===== src/rtl/prefetch_ctrl.sv =====
// prefetch_ctrl: instruction prefetch sequencer.
// Walks a word-aligned fetch PC through address translation (MMU) and an
// instruction-cache read, then writes each returned word into a fetch buffer.
// Only one icache request is ever outstanding. A new fetch starts only when
// the buffer still has room for the word it will return.
//
// Ports:
//   clk            system clock, rising-edge active
//   rst_n          asynchronous reset, asserted HIGH
//   clear_i        flush: restart fetching at start_pc_i
//   start_pc_i     redirect address, sampled with clear_i
//   buf_count_i    current fetch buffer occupancy
//   mmu_req_o      translation request (level, held until mmu_hit_i)
//   mmu_vaddr_o    virtual word address being fetched (the fetch PC)
//   mmu_hit_i      translation valid
//   mmu_paddr_i    translated physical address, valid with mmu_hit_i
//   icache_req_o   icache read request (level, held until icache_ack_i)
//   icache_addr_o  physical word address for the icache
//   icache_ack_i   icache response valid
//   icache_instr_i fetched word, valid with icache_ack_i
//   buf_wr_o       single-cycle fetch buffer write strobe
//   buf_wdata_o    word written with buf_wr_o
//   busy_o         controller is not idle
module prefetch_ctrl #(
   parameter int unsigned DEPTH    = 2,
   parameter logic [31:0] RESET_PC = 32'h8000_0000
) (
   input  logic                   clk,
   input  logic                   rst_n,
   input  logic                   clear_i,
   input  logic [31:0]            start_pc_i,
   input  logic [$clog2(DEPTH):0] buf_count_i,
   output logic                   mmu_req_o,
   output logic [31:0]            mmu_vaddr_o,
   input  logic                   mmu_hit_i,
   input  logic [31:0]            mmu_paddr_i,
   output logic                   icache_req_o,
   output logic [31:0]            icache_addr_o,
   input  logic                   icache_ack_i,
   input  logic [31:0]            icache_instr_i,
   output logic                   buf_wr_o,
   output logic [31:0]            buf_wdata_o,
   output logic                   busy_o
);

   localparam int unsigned CW = $clog2(DEPTH) + 1;
   // One extra bit so that occupancy + 1 cannot wrap for any DEPTH.
   localparam logic [CW:0] DEPTH_X = (CW + 1)'(DEPTH);

   typedef enum logic [1:0] {
      IDLE,
      XLATE,
      FETCH,
      DROP
   } state_e;

   state_e      state_q, state_d;
   logic [31:0] fetch_pc_q, fetch_pc_d;
   logic [31:0] icache_addr_q, icache_addr_d;
   logic [31:0] wdata_q, wdata_d;
   logic        buf_wr_q, buf_wr_d;
   logic        mmu_req_q, icache_req_q, busy_q;

   logic [CW:0] count_x;
   logic [CW:0] count_inc;
   logic        room_now;
   logic        room_after;
   logic [31:0] start_al;
   logic        unused_low_bits;

   assign count_x    = {1'b0, buf_count_i};
   assign count_inc  = count_x + (CW + 1)'(1);
   assign room_now   = count_x < DEPTH_X;
   assign room_after = count_inc < DEPTH_X;
   assign start_al   = {start_pc_i[31:2], 2'b00};

   // Low address bits are always forced to zero, so they are never consumed.
   assign unused_low_bits = ^{start_pc_i[1:0], mmu_paddr_i[1:0]};

   always_comb begin
      state_d       = state_q;
      fetch_pc_d    = fetch_pc_q;
      icache_addr_d = icache_addr_q;
      wdata_d       = wdata_q;
      buf_wr_d      = 1'b0;
      case (state_q)
         IDLE: begin
            // A word written last cycle is not yet visible in buf_count_i,
            // so wait one cycle after a write before judging free space.
            if (clear_i) begin
               fetch_pc_d = start_al;
            end else if (room_now && !buf_wr_q) begin
               state_d = XLATE;
            end
         end
         XLATE: begin
            if (clear_i) begin
               fetch_pc_d = start_al;
               state_d    = IDLE;
            end else if (mmu_hit_i) begin
               icache_addr_d = {mmu_paddr_i[31:2], 2'b00};
               state_d       = FETCH;
            end
         end
         FETCH: begin
            if (clear_i) begin
               // A request still in flight must be drained in DROP.
               fetch_pc_d = start_al;
               state_d    = icache_ack_i ? IDLE : DROP;
            end else if (icache_ack_i) begin
               buf_wr_d   = 1'b1;
               wdata_d    = icache_instr_i;
               fetch_pc_d = fetch_pc_q + 32'd4;
               state_d    = room_after ? XLATE : IDLE;
            end
         end
         DROP: begin
            if (clear_i) begin
               fetch_pc_d = start_al;
            end
            if (icache_ack_i) begin
               state_d = IDLE;
            end
         end
         default: begin
            state_d = IDLE;
         end
      endcase
   end

   always_ff @(posedge clk or posedge rst_n) begin
      if (rst_n) begin
         state_q       <= IDLE;
         fetch_pc_q    <= {RESET_PC[31:2], 2'b00};
         icache_addr_q <= '0;
         wdata_q       <= '0;
         buf_wr_q      <= 1'b0;
         mmu_req_q     <= 1'b0;
         icache_req_q  <= 1'b0;
         busy_q        <= 1'b0;
      end else begin
         state_q       <= state_d;
         fetch_pc_q    <= fetch_pc_d;
         icache_addr_q <= icache_addr_d;
         wdata_q       <= wdata_d;
         buf_wr_q      <= buf_wr_d;
         mmu_req_q     <= (state_d == XLATE);
         icache_req_q  <= (state_d == FETCH);
         busy_q        <= (state_d != IDLE);
      end
   end

   assign mmu_req_o     = mmu_req_q;
   assign mmu_vaddr_o   = fetch_pc_q;
   assign icache_req_o  = icache_req_q;
   assign icache_addr_o = icache_addr_q;
   assign buf_wr_o      = buf_wr_q;
   assign buf_wdata_o   = wdata_q;
   assign busy_o        = busy_q;

endmodule


===== config.mk =====
export PLATFORM = sky130hd
export DESIGN_NAME = prefetch_ctrl
export DESIGN_NICKNAME = d
export VERILOG_FILES = /design/src/rtl/prefetch_ctrl.sv
export SDC_FILE = /design/constraint.sdc
export NUM_CORES = 1
export LEC_CHECK = 0
export ABC_AREA = 1
export BUFFER_PORTS_ARGS = -buffer_cell sky130_fd_sc_hd__buf_4
export CORE_MARGIN = 2
export CORE_UTILIZATION = 54
export CTS_BUF_LIST = sky130_fd_sc_hd__clkbuf_4
export DETAILED_ROUTE_END_ITERATION = 8
export PLACE_DENSITY = 0.9
export SYNTH_ARGS = -nofsm -noshare
export SYNTH_HDL_FRONTEND = slang
export SYNTH_SLANG_ARGS = --single-unit

===== constraint.sdc =====
create_clock -name clk -period 8.4 [get_ports clk]
set_input_delay 0.84 -clock clk [delete_from_list [all_inputs] [get_ports clk]]
set_output_delay 0.84 -clock clk [all_outputs]
set_load 0.02 [all_outputs]

# Yosys cells after proc, flatten, opt, wreduce, memory -nomap -nowiden
# Cells that the tools add are included.
# classes
n_reduce_logical,8
bitwise_logic,1
addsub,2
order_cmp,2
n_mux,17
n_eq_ne,7
# op_table
operator,n
$mux 32,3
$pmux 32 s2,1
$add 32x3->32 const B,1
$mux 2,8
$pmux 2 s4,1
$eq 2x2->1 const B,3
$reduce_and 3->1,2
$eq 2x1->1 const B,2
$mux 1,4
$add 2x1->3 const B,1
$lt 3x2->1 const B,1
$ne 3x3->1 const B,1
$reduce_or 3->1,1
$logic_not 2->1,1
$lt 2x2->1 const B,1
$ne 2x1->1 const B,1
$reduce_and 2->1,1
$reduce_bool 2->1,1
$logic_and 1x1->1,1
$logic_not 1->1,1
$not 1->1,1
# totals
inputBits,103
reg_bits,100
wordCells,45
output_inout_bits,100

# Longest topological paths before layout
# Gate-level depths: netlist (run 1).
# logic_depth
depth_word,7
ltp_mapped,10

# Worst setup path after synthesis (run 1)
# No wires, ideal clock.
# synth_path
path_type,input to register
from,input clear_i
to,"register wdata_q[10], in the netlist buf_wdata_o[10]"
path_slack_ns,6.704
arrival_ns,1.579
setup_time_ns,0.117
path_buffers,2
path_stages,8
t_required_ns,8.283
cell_sequence,inv_2 -> nand3_2 -> nor2_4 -> inv_2 -> buf_6 -> buf_6 -> nand2_1 -> nand2_1
# synth_between
elab_chain_cells,2
# synth_lines
element,line,rtl
from (decl),30,"input logic clear_i,"
$not 1->1 (no source line),n/a,
$reduce_and 3->1 (no source line),n/a,
to (signal assigned),145,wdata_q <= wdata_d;
to (decl),60,"logic [31:0] wdata_q, wdata_d;"
# No other way between the ends.
# A chain may end at the register's enable or synchronous reset.

# Final worst setup path (run 1)
# layout_path
from,input clear_i
to,"register wdata_q[15], in the netlist buf_wdata_o[15]"
# The elaborated chain is that of the path after synthesis.

==> summary.txt, run 1 <==
Yosys cell types - 33
Synth Register Bits - 98
Post-CTS Resized - 0
RD Place Congestion - 0.987
Tmin final - 2920 ps
worst rel slew slack - 32.9%
first-pass GRT wire length - 21900 um
clock sink count - 98
area grow syn2layout - 32.2%
endpoints failing setup - 0
commonest non-fill, non-tap cells in the layout - nand2_1 (269), buf_4 (195), dfrtp_1 (97)
Crit-path slowest cell - nor2_4
clock skew - 26.3 ps
initial antenna violation count - 0
post-route DRC violation count - 0
WP data required - 8750 ps
Clock Tree Buf Depth - 2
Worst Max-Slew Pin Slew - 1000 ps
hold_buf cts - 0
Final Total Pwr - 0.00179 W
Syn Std Cell Area - 0.00492 mm2
vias per inst - 5.15
IO buf count - 194
Max Transition Viols Final - 0
CTS tree - built
Routed WL per cell - 14.9 um
number of flops mapped to enable cells by yosys - 0
Clk pwr share - 13.3%
CP cell instances - buf_4 -> inv_2 -> nand3_2 -> nor2_4 -> inv_2 -> nand2_1 -> nand2_1
Cell Rows - 34
Crit. End Element - flip-flop
Synth warnings - 0
GRT overflow - 0
DP HPWL - 10100 um
Critical Path AT - 3270 ps
TNS Setup - 0 ps
Total Wirelength - 13500 um
area leader, netlist - dfrtp_1
Non-Filler Instances - 911
Power Dens Cells - 275 mW/mm2
Mapped Cells - 613
RSZ-0062 raised after global routing - no
die area - 0.00990 mm2
setup bufs post-CTS - 0
Primary FF master, synth - dfrtp_1
CP peak stage delay - 850 ps
P_leak - 3.42 nW
Mapped Avg Cell Area - 8.03 um2
Die X - 99.5 um
Post-synth ARST share - 100%
H-Tree Depth - 3
NetSw - 0.000731 W
MaxCap Viol Count - 0
total track usage - 27.7%
Sw Share - 40.8%
Synth area leaders - dfrtp_1 (49%), nand2_1 (21%), mux2_2 (6.6%), nor2_1 (3.8%), nand3_1 (2.9%)
dpl cells - 895
Reg power frac - 42.6%
Internal - 0.00106 W
VDD IR max - 0.000218 V
commonest non-fill, non-tap cell in the layout - nand2_1
Ant. Diodes - 0
Setup CP Type - in2reg
I/O Pins - 203
final core occ - 74.3%
Die Y - 99.5 um
CP max FO - 49
worst-skew pair later-pin latency - 440 ps
layout net count - 902
Fin Hold WS - 370 ps
Routed Antenna Nets - 0
Max Clk Rate - 342 MHz
1st-pass router iterations - 5
starting density of the core - 56.2%
clock-pin transition on the worst setup and hold timing paths - 170 ps
Seq/Total Area, Yosys - 49.8%
initial DRC count - 293
core area - 0.00876 mm2
final worst path period share - 34.8%
post-synth top area share - 49.3%
Hold WC Path Type - in2async
number of global-route vias before repair - 4655
combinational power share - 44.1%
fraction of layout cells with a size suffix above 1 - 33.1%
CP Launch Type - primary input
status - finished, final reports clean
pin count of the biggest net entering global routing - 68
total number of vias - 4689
CTS Buf Count - 9
Hold Fails Final Rpt - 0
CTS root buffer - clkbuf_4
final timing paths:
check | startpoint | to | slack, ps | cells past startpoint
setup / recovery | clear_i | buf_wdata_o[15] | 5480 | 7
hold / removal | rst_n | buf_wdata_o[29] | 370 | 2
setup reg to reg | state_q[0] | buf_wdata_o[15] | 5710 | 6
hold reg to reg | buf_wdata_o[11] | buf_wdata_o[11] | 490 | 2
max in group asynchronous | rst_n | buf_wdata_o[14] | 6820 | 3
min in group clk | buf_wdata_o[11] | buf_wdata_o[11] | 490 | 2
flip-flops by register name, indices dropped and copies added (netlist names):
name / count
buf_wdata_o: 32
buf_wr_o: 1
busy_o: 1
icache_addr_o: 30
icache_req_o: 1
mmu_req_o: 1
mmu_vaddr_o: 30
state_q: 2
kinds of logic (layout without fill, tap and decap cells):
logic type,after synthesis,in the layout,share of synthesized area (%)
mux,30,30,6.86
flops,98,98,49.8
simple gates,374,374,31.4
other cells,1,4,0.0761
compound gates,38,38,4.01
fa+ha+maj,1,1,0.254
buf+inv,63,250,6.12
xor+xnor,8,8,1.42
power groups by stage:
stage          sequential, W  clock [W]  combinational (W)
2_1_floorplan       0.000965          0           0.000210
3_3_place_gp        0.000757          0           0.000773
3_5_place_dp        0.000769          0           0.000798
4_1_cts             0.000762   0.000241           0.000799
5_1_grt             0.000784   0.000258           0.000847
6_report            0.000764   0.000238           0.000791
worst max-delay path, delay by kind of cell:
family / cells / cell delay [ps]
and+or+nand+nor: 4 / 1400
buffers and inverters: 3 / 1000
through the flow:
| stage | worst slack, ps | instance area [um2] |
|---|---|---|
| after detailed placement | 5000 | 6380 |
| after CTS | 5470 | 6510 |
| after floorplan | 5000 | 4940 |
| after global placement | 5030 | 6380 |
| after global routing | 5170 | 6510 |
| final | 5480 | 6510 |
synthesized netlist by cell type, types with 3 or more instances:
master	count
a21oi_1	11
and2_1	3
buf_2	13
buf_4	5
buf_6	4
dfrtp_1	97
inv_1	34
inv_2	4
mux2_2	29
nand2_1	269
nand2_2	4
nand3_1	29
nor2_1	50
nor2_2	6
nor2_4	7
o21ai_0	12
o21ai_1	12
xnor2_1	6
routing by layer:
metal,GRT usage (%),vias up,wire length [um]
met2,50.2,225,7040
met3,7.31,27,1370
li1,-,2275,-
met5,0,-,0
met4,7.80,0,271
met1,32.4,2162,4870
layout make-up:
type | instances | area [um2]
timing repair buffer | 195 | 1460
clock inverter | 7 | 61.3
tap | 108 | 135
inverter | 39 | 149
fill | 621 | 2250
clock buffer | 9 | 67.6
sequential | 98 | 2450
multi-input combinational | 455 | 2180
No activity file was read; power rests on OpenSTA's default activity.
==> run 2, diff against run 1 <==
--- a/config.mk
+++ b/config.mk
@@ -8,10 +8,10 @@
 export ABC_AREA = 1
 export BUFFER_PORTS_ARGS = -buffer_cell sky130_fd_sc_hd__buf_4
 export CORE_MARGIN = 2
-export CORE_UTILIZATION = 54
+export CORE_UTILIZATION = 50
 export CTS_BUF_LIST = sky130_fd_sc_hd__clkbuf_4
 export DETAILED_ROUTE_END_ITERATION = 8
-export PLACE_DENSITY = 0.9
+export PLACE_DENSITY = 0.85
 export SYNTH_ARGS = -nofsm -noshare
 export SYNTH_HDL_FRONTEND = slang
 export SYNTH_SLANG_ARGS = --single-unit
==> constraint.sdc (replaced) <==
create_clock -name clk -period 2.9 [get_ports clk]
set_input_delay 0.29 -clock clk [delete_from_list [all_inputs] [get_ports clk]]
set_output_delay 0.29 -clock clk [all_outputs]
set_load 0.02 [all_outputs]
==> summary.txt, run 2 (same netlist as run 1, synthesis figures left out) <==
Ant. Diodes - 0
GRT busiest layer - met2
GRT overflow - 0
total track usage - 26.5%
worst rel slew slack - 48.5%
total number of vias - 4703
max reg flops - 32
Tmin final - 1910 ps
WP data required - 3240 ps
min-delay src - icache_instr_i[1]
clock sink count - 98
M1 GR Usage - 30.1%
Clock Tree Buf Depth - 2
Total Wirelength - 14000 um
Worst Max-Slew Pin Slew - 772 ps
initial antenna violation count - 0
CP max FO - 31
Critical Path AT - 2250 ps
Final Total Pwr - 0.00528 W
final core occ - 68.3%
starting density of the core - 50.9%
post-route DRC violation count - 0
Hold WC Path Type - in2reg
first-pass GRT wire length - 21800 um
number of global-route vias before repair - 4760
CTS tree - built
H-Tree Depth - 3
Fin Hold WS - 33.0 ps
fraction of layout cells with a size suffix above 1 - 33.4%
DP HPWL - 10300 um
Routed Antenna Nets - 0
TNS Setup - 0 ps
FILL cells - 775
final instance area - 0.00661 mm2
Critical Path Source - state_q[1]
initial DRC count - 185
area grow syn2layout - 34.2%
Hold Fails Final Rpt - 0
clock-pin transition on the worst setup and hold timing paths - 150 ps
GR Util met2 - 46.4%
die area - 0.0107 mm2
Setup CP Type - reg2reg
Die X - 103 um
worst reg2reg path startpoint - state_q[1]
RD Place Congestion - 0.895
pin count of the biggest net entering global routing - 58
setup bufs post-CTS - 0
final worst path period share - 65.9%
Hold Path Stages - 3
met3 Resource Use GR - 8.40%
Crit. End Element - flip-flop
commonest non-fill, non-tap cell in the layout - nand2_1
worst-skew pair later-pin latency - 450 ps
layout net count - 907
reg2reg path depth - 3
Max Clk Rate - 524 MHz
CP Launch Type - flip-flop
CTS Buf Count - 9
commonest non-fill, non-tap cells in the layout - nand2_1 (269), buf_4 (197), dfrtp_1 (97)
Die Y - 103 um
I/O Pins - 203
vias per inst - 5.00
Power Dens Cells - 799 mW/mm2
Cell Rows - 36
Routed WL per cell - 14.8 um
clock skew - 17.0 ps
endpoints failing setup - 0
Max Transition Viols Final - 0
status - finished, final reports clean
1st-pass router iterations - 4
RSZ-0062 raised after global routing - no
VDD IR max - 0.000646 V
CTS root buffer - clkbuf_4
core area - 0.00968 mm2
area post-placement - 0.00645 mm2
IO buf count - 194
P_leak - 3.46 nW
MaxCap Viol Count - 0
[run 2: timing repair]
item,4_1_cts,5_1_grt
resized for setup,0,0
hold buffers,1,1
hold endpoints to repair,40,1
[run 2: area by class of cell]
class | count | area, um2 | area share (%)
Clock buffer | 12 | 90.1 | 1.36
Clock inverter | 4 | 51.3 | 0.776
Inverter | 39 | 149 | 2.25
Multi-Input combinational cell | 455 | 2180 | 33.0
Sequential cell | 98 | 2450 | 37.1
Tap cell | 133 | 166 | 2.52
Timing Repair Buffer | 200 | 1520 | 23.0
[run 2: where the power goes]
group          switching, W  total (W)  internal (W)  leakage (nW)
registers          0.000356    0.00222       0.00186          1.21
logic               0.00127    0.00230       0.00103          2.16
clock network      0.000472   0.000767      0.000295        0.0779
[run 2: through the flow]
stage / setup slack (ps) / cells
global placement: 953 / 923
floorplan: 49.6 / 616
CTS: 968 / 940
global route: 856 / 941
detailed placement: 860 / 923
finish: 990 / 941
[run 2: path summary, 6_finish.rpt]
check                      slack [ps]                 to
setup / recovery                  990  icache_addr_o[22]
hold / removal                     30     buf_wdata_o[1]
setup reg to reg                  990  icache_addr_o[22]
hold reg to reg                   490    buf_wdata_o[13]
max in group asynchronous        1740  icache_addr_o[25]
min in group asynchronous         440    buf_wdata_o[25]
[run 2: critical path: stages, from the launching register on]
cell     delay, ps
dfrtp_1        470
nor2_2         170
nand3_2        600
mux2_1         560
[run 2: metal layers]
layer	wire, um	part of all wire, %
met1	5130	37
met2	7230	52
met3	1240	8.9
met4	348	2.5
met5	0	0
==> run 3, diff against run 2 <==
==> constraint.sdc (replaced) <==
create_clock -name clk -period 1.8 [get_ports clk]
set_input_delay 0.18 -clock clk [delete_from_list [all_inputs] [get_ports clk]]
set_output_delay 0.18 -clock clk [all_outputs]
set_load 0.02 [all_outputs]
==> summary.txt, run 3 (same netlist as run 1, synthesis figures left out) <==
CP Buf/Inv Count - 0
total track usage - 30.7%
Power Dens Cells - 1190 mW/mm2
Hold WC Path Type - in2reg
worst rel slew slack - 65.3%
vias per inst - 5.08
Crit-path slowest cell - dfrtp_1
first-pass GRT wire length - 24900 um
Largest delay share family, worst path - simple AND/OR/NAND/NOR gates
pre-CTS WS - 150 ps
final setup margin - 163 ps
1st-pass router iterations - 5
Max Transition Viols Final - 0
RD Place Congestion - 0.906
WP data required - 2150 ps
CTS tree - built
Ant. Diodes - 0
CTS root buffer - clkbuf_4
core area - 0.00968 mm2
Max Clk Rate - 611 MHz
Clock Tree Buf Depth - 2
total number of vias - 5126
IO buf count - 194
Routed WL per cell - 16.0 um
CP most frequent cell - nand2_1
starting density of the core - 50.9%
TNS Setup - 0 ps
final instance area - 0.00727 mm2
die area - 0.0107 mm2
fraction of layout cells with a size suffix above 1 - 31.1%
Worst Max-Slew Pin Slew - 520 ps
endpoints failing setup - 0
Die Y - 103 um
area grow syn2layout - 47.6%
I/O Pins - 203
commonest non-fill, non-tap cell in the layout - nand2_1
clock-pin transition on the worst setup and hold timing paths - 150 ps
CP Launch Type - flip-flop
CP cell instances - ha_1 -> nand2_1 -> nor2_4 -> nand2_2 -> nor2_1 -> nand2_1 -> nand2_1 -> nand3_1 -> nand2_1 -> nand2_1
Hold Fails Final Rpt - 0
worst reg2reg path startpoint - mmu_vaddr_o[3]
number of global-route vias before repair - 5162
Total Wirelength - 16100 um
initial antenna violation count - 0
area post-placement - 0.00648 mm2
MaxCap Viol Count - 0
commonest non-fill, non-tap cells in the layout - nand2_1 (269), buf_4 (201), dfrtp_1 (97)
P_leak - 3.73 nW
Die X - 103 um
initial DRC count - 272
Critical Path AT - 1990 ps
H-Tree Depth - 3
CP max FO - 5
Tmin final - 1640 ps
VDD IR max - 0.000935 V
Critical Path Source - mmu_vaddr_o[3]
GRT overflow - 0
DP HPWL - 9890 um
r2r setup slk - 160 ps
CTS Buf Count - 9
Routed Antenna Nets - 0
pin count of the biggest net entering global routing - 99
post-route DRC violation count - 0
Crit. End Element - flip-flop
reg2reg path depth - 10
status - finished, final reports clean
clock sink count - 98
Cell Rows - 36
end point of the critical path - mmu_vaddr_o[28]
Stages on worst setup path - 10
worst-skew pair later-pin latency - 450 ps
Setup CP Type - reg2reg
layout net count - 976
final worst path period share - 90.9%
CP peak stage delay - 420 ps
Final Total Pwr - 0.00862 W
clock skew - 21.5 ps
R2R Path End - mmu_vaddr_o[28]
max reg flops - 32
-- run 3: cell count changes in the layout (fill, tap and decap cells not counted), sizes merged --
| cell | delta |
|---|---|
| bufinv | -1 |
| buf | +5 |
| clkinv | +4 |
| inv | -2 |
| clkinvlp | +1 |
| clkbuf | -3 |
| dlygate4sd3 | +64 |
-- run 3: metal layers --
layer	vias to the layer above	global-route usage (%)	share of wire, %
met5	-	0	0
met4	0	13.8	3.6
met3	57	7.06	8.7
met2	280	53.9	51
met1	2369	35.9	37
li1	2420	-	-
-- run 3: repair_timing --
| action | in CTS | in global routing |
|---|---|---|
| buffers inserted | 0 | 3 |
| setup endpoints to repair | 0 | 6 |
| resized for setup | 0 | 4 |
| endpoints found under the hold margin | 162 | 0 |
| hold buffers | 66 | 0 |
-- run 3: worst min path at each step --
| stage | start | endpoint | slack, ps | depth (start not counted) |
|---|---|---|---|---|
| 2_1_floorplan | icache_instr_i[10] | buf_wdata_o[10] | 300 | 2 |
| 3_3_place_gp | rst_n | mmu_vaddr_o[10] | 370 | 3 |
| 3_5_place_dp | rst_n | icache_addr_o[20] | 380 | 3 |
| 4_1_cts | start_pc_i[7] | mmu_vaddr_o[7] | 0.4 | 3 |
| 5_1_grt | start_pc_i[15] | mmu_vaddr_o[15] | 20 | 3 |
| 6_report | start_pc_i[7] | mmu_vaddr_o[7] | 7 | 3 |
-- run 3: metrics by stage --
| step | hold WS (ps) | utilization, % | std cells |
|---|---|---|---|
| after CTS | 0.359 | 74.8 | 1006 |
| after global routing | 15.4 | 75.1 | 1009 |
| after detailed placement | 378 | 66.9 | 925 |
| after floorplan | 297 | - | 616 |
| final | 7.15 | 75.1 | 1009 |
| after global placement | 370 | 66.9 | 925 |
-- run 3: layout make-up --
cell class              instances  area, um2
fillers                       673       2410
well taps                     133        166
clock inverters                 6       33.8
multi-input cells             455       2190
repair buffers                269       2210
inverters                      39        154
clock buffers                   9       67.6
flip-flops and latches         98       2450
-- run 3: worst min-delay path: stages --
cell	delay (ps)
buf_4	80
a21oi_1	50
o21ai_1	120
-- run 3: where the power goes --
part	switching (W)	internal (W)	total (W)
registers	0.000646	0.00300	0.00365
clock network	0.000753	0.000269	0.00102
logic	0.00219	0.00176	0.00395
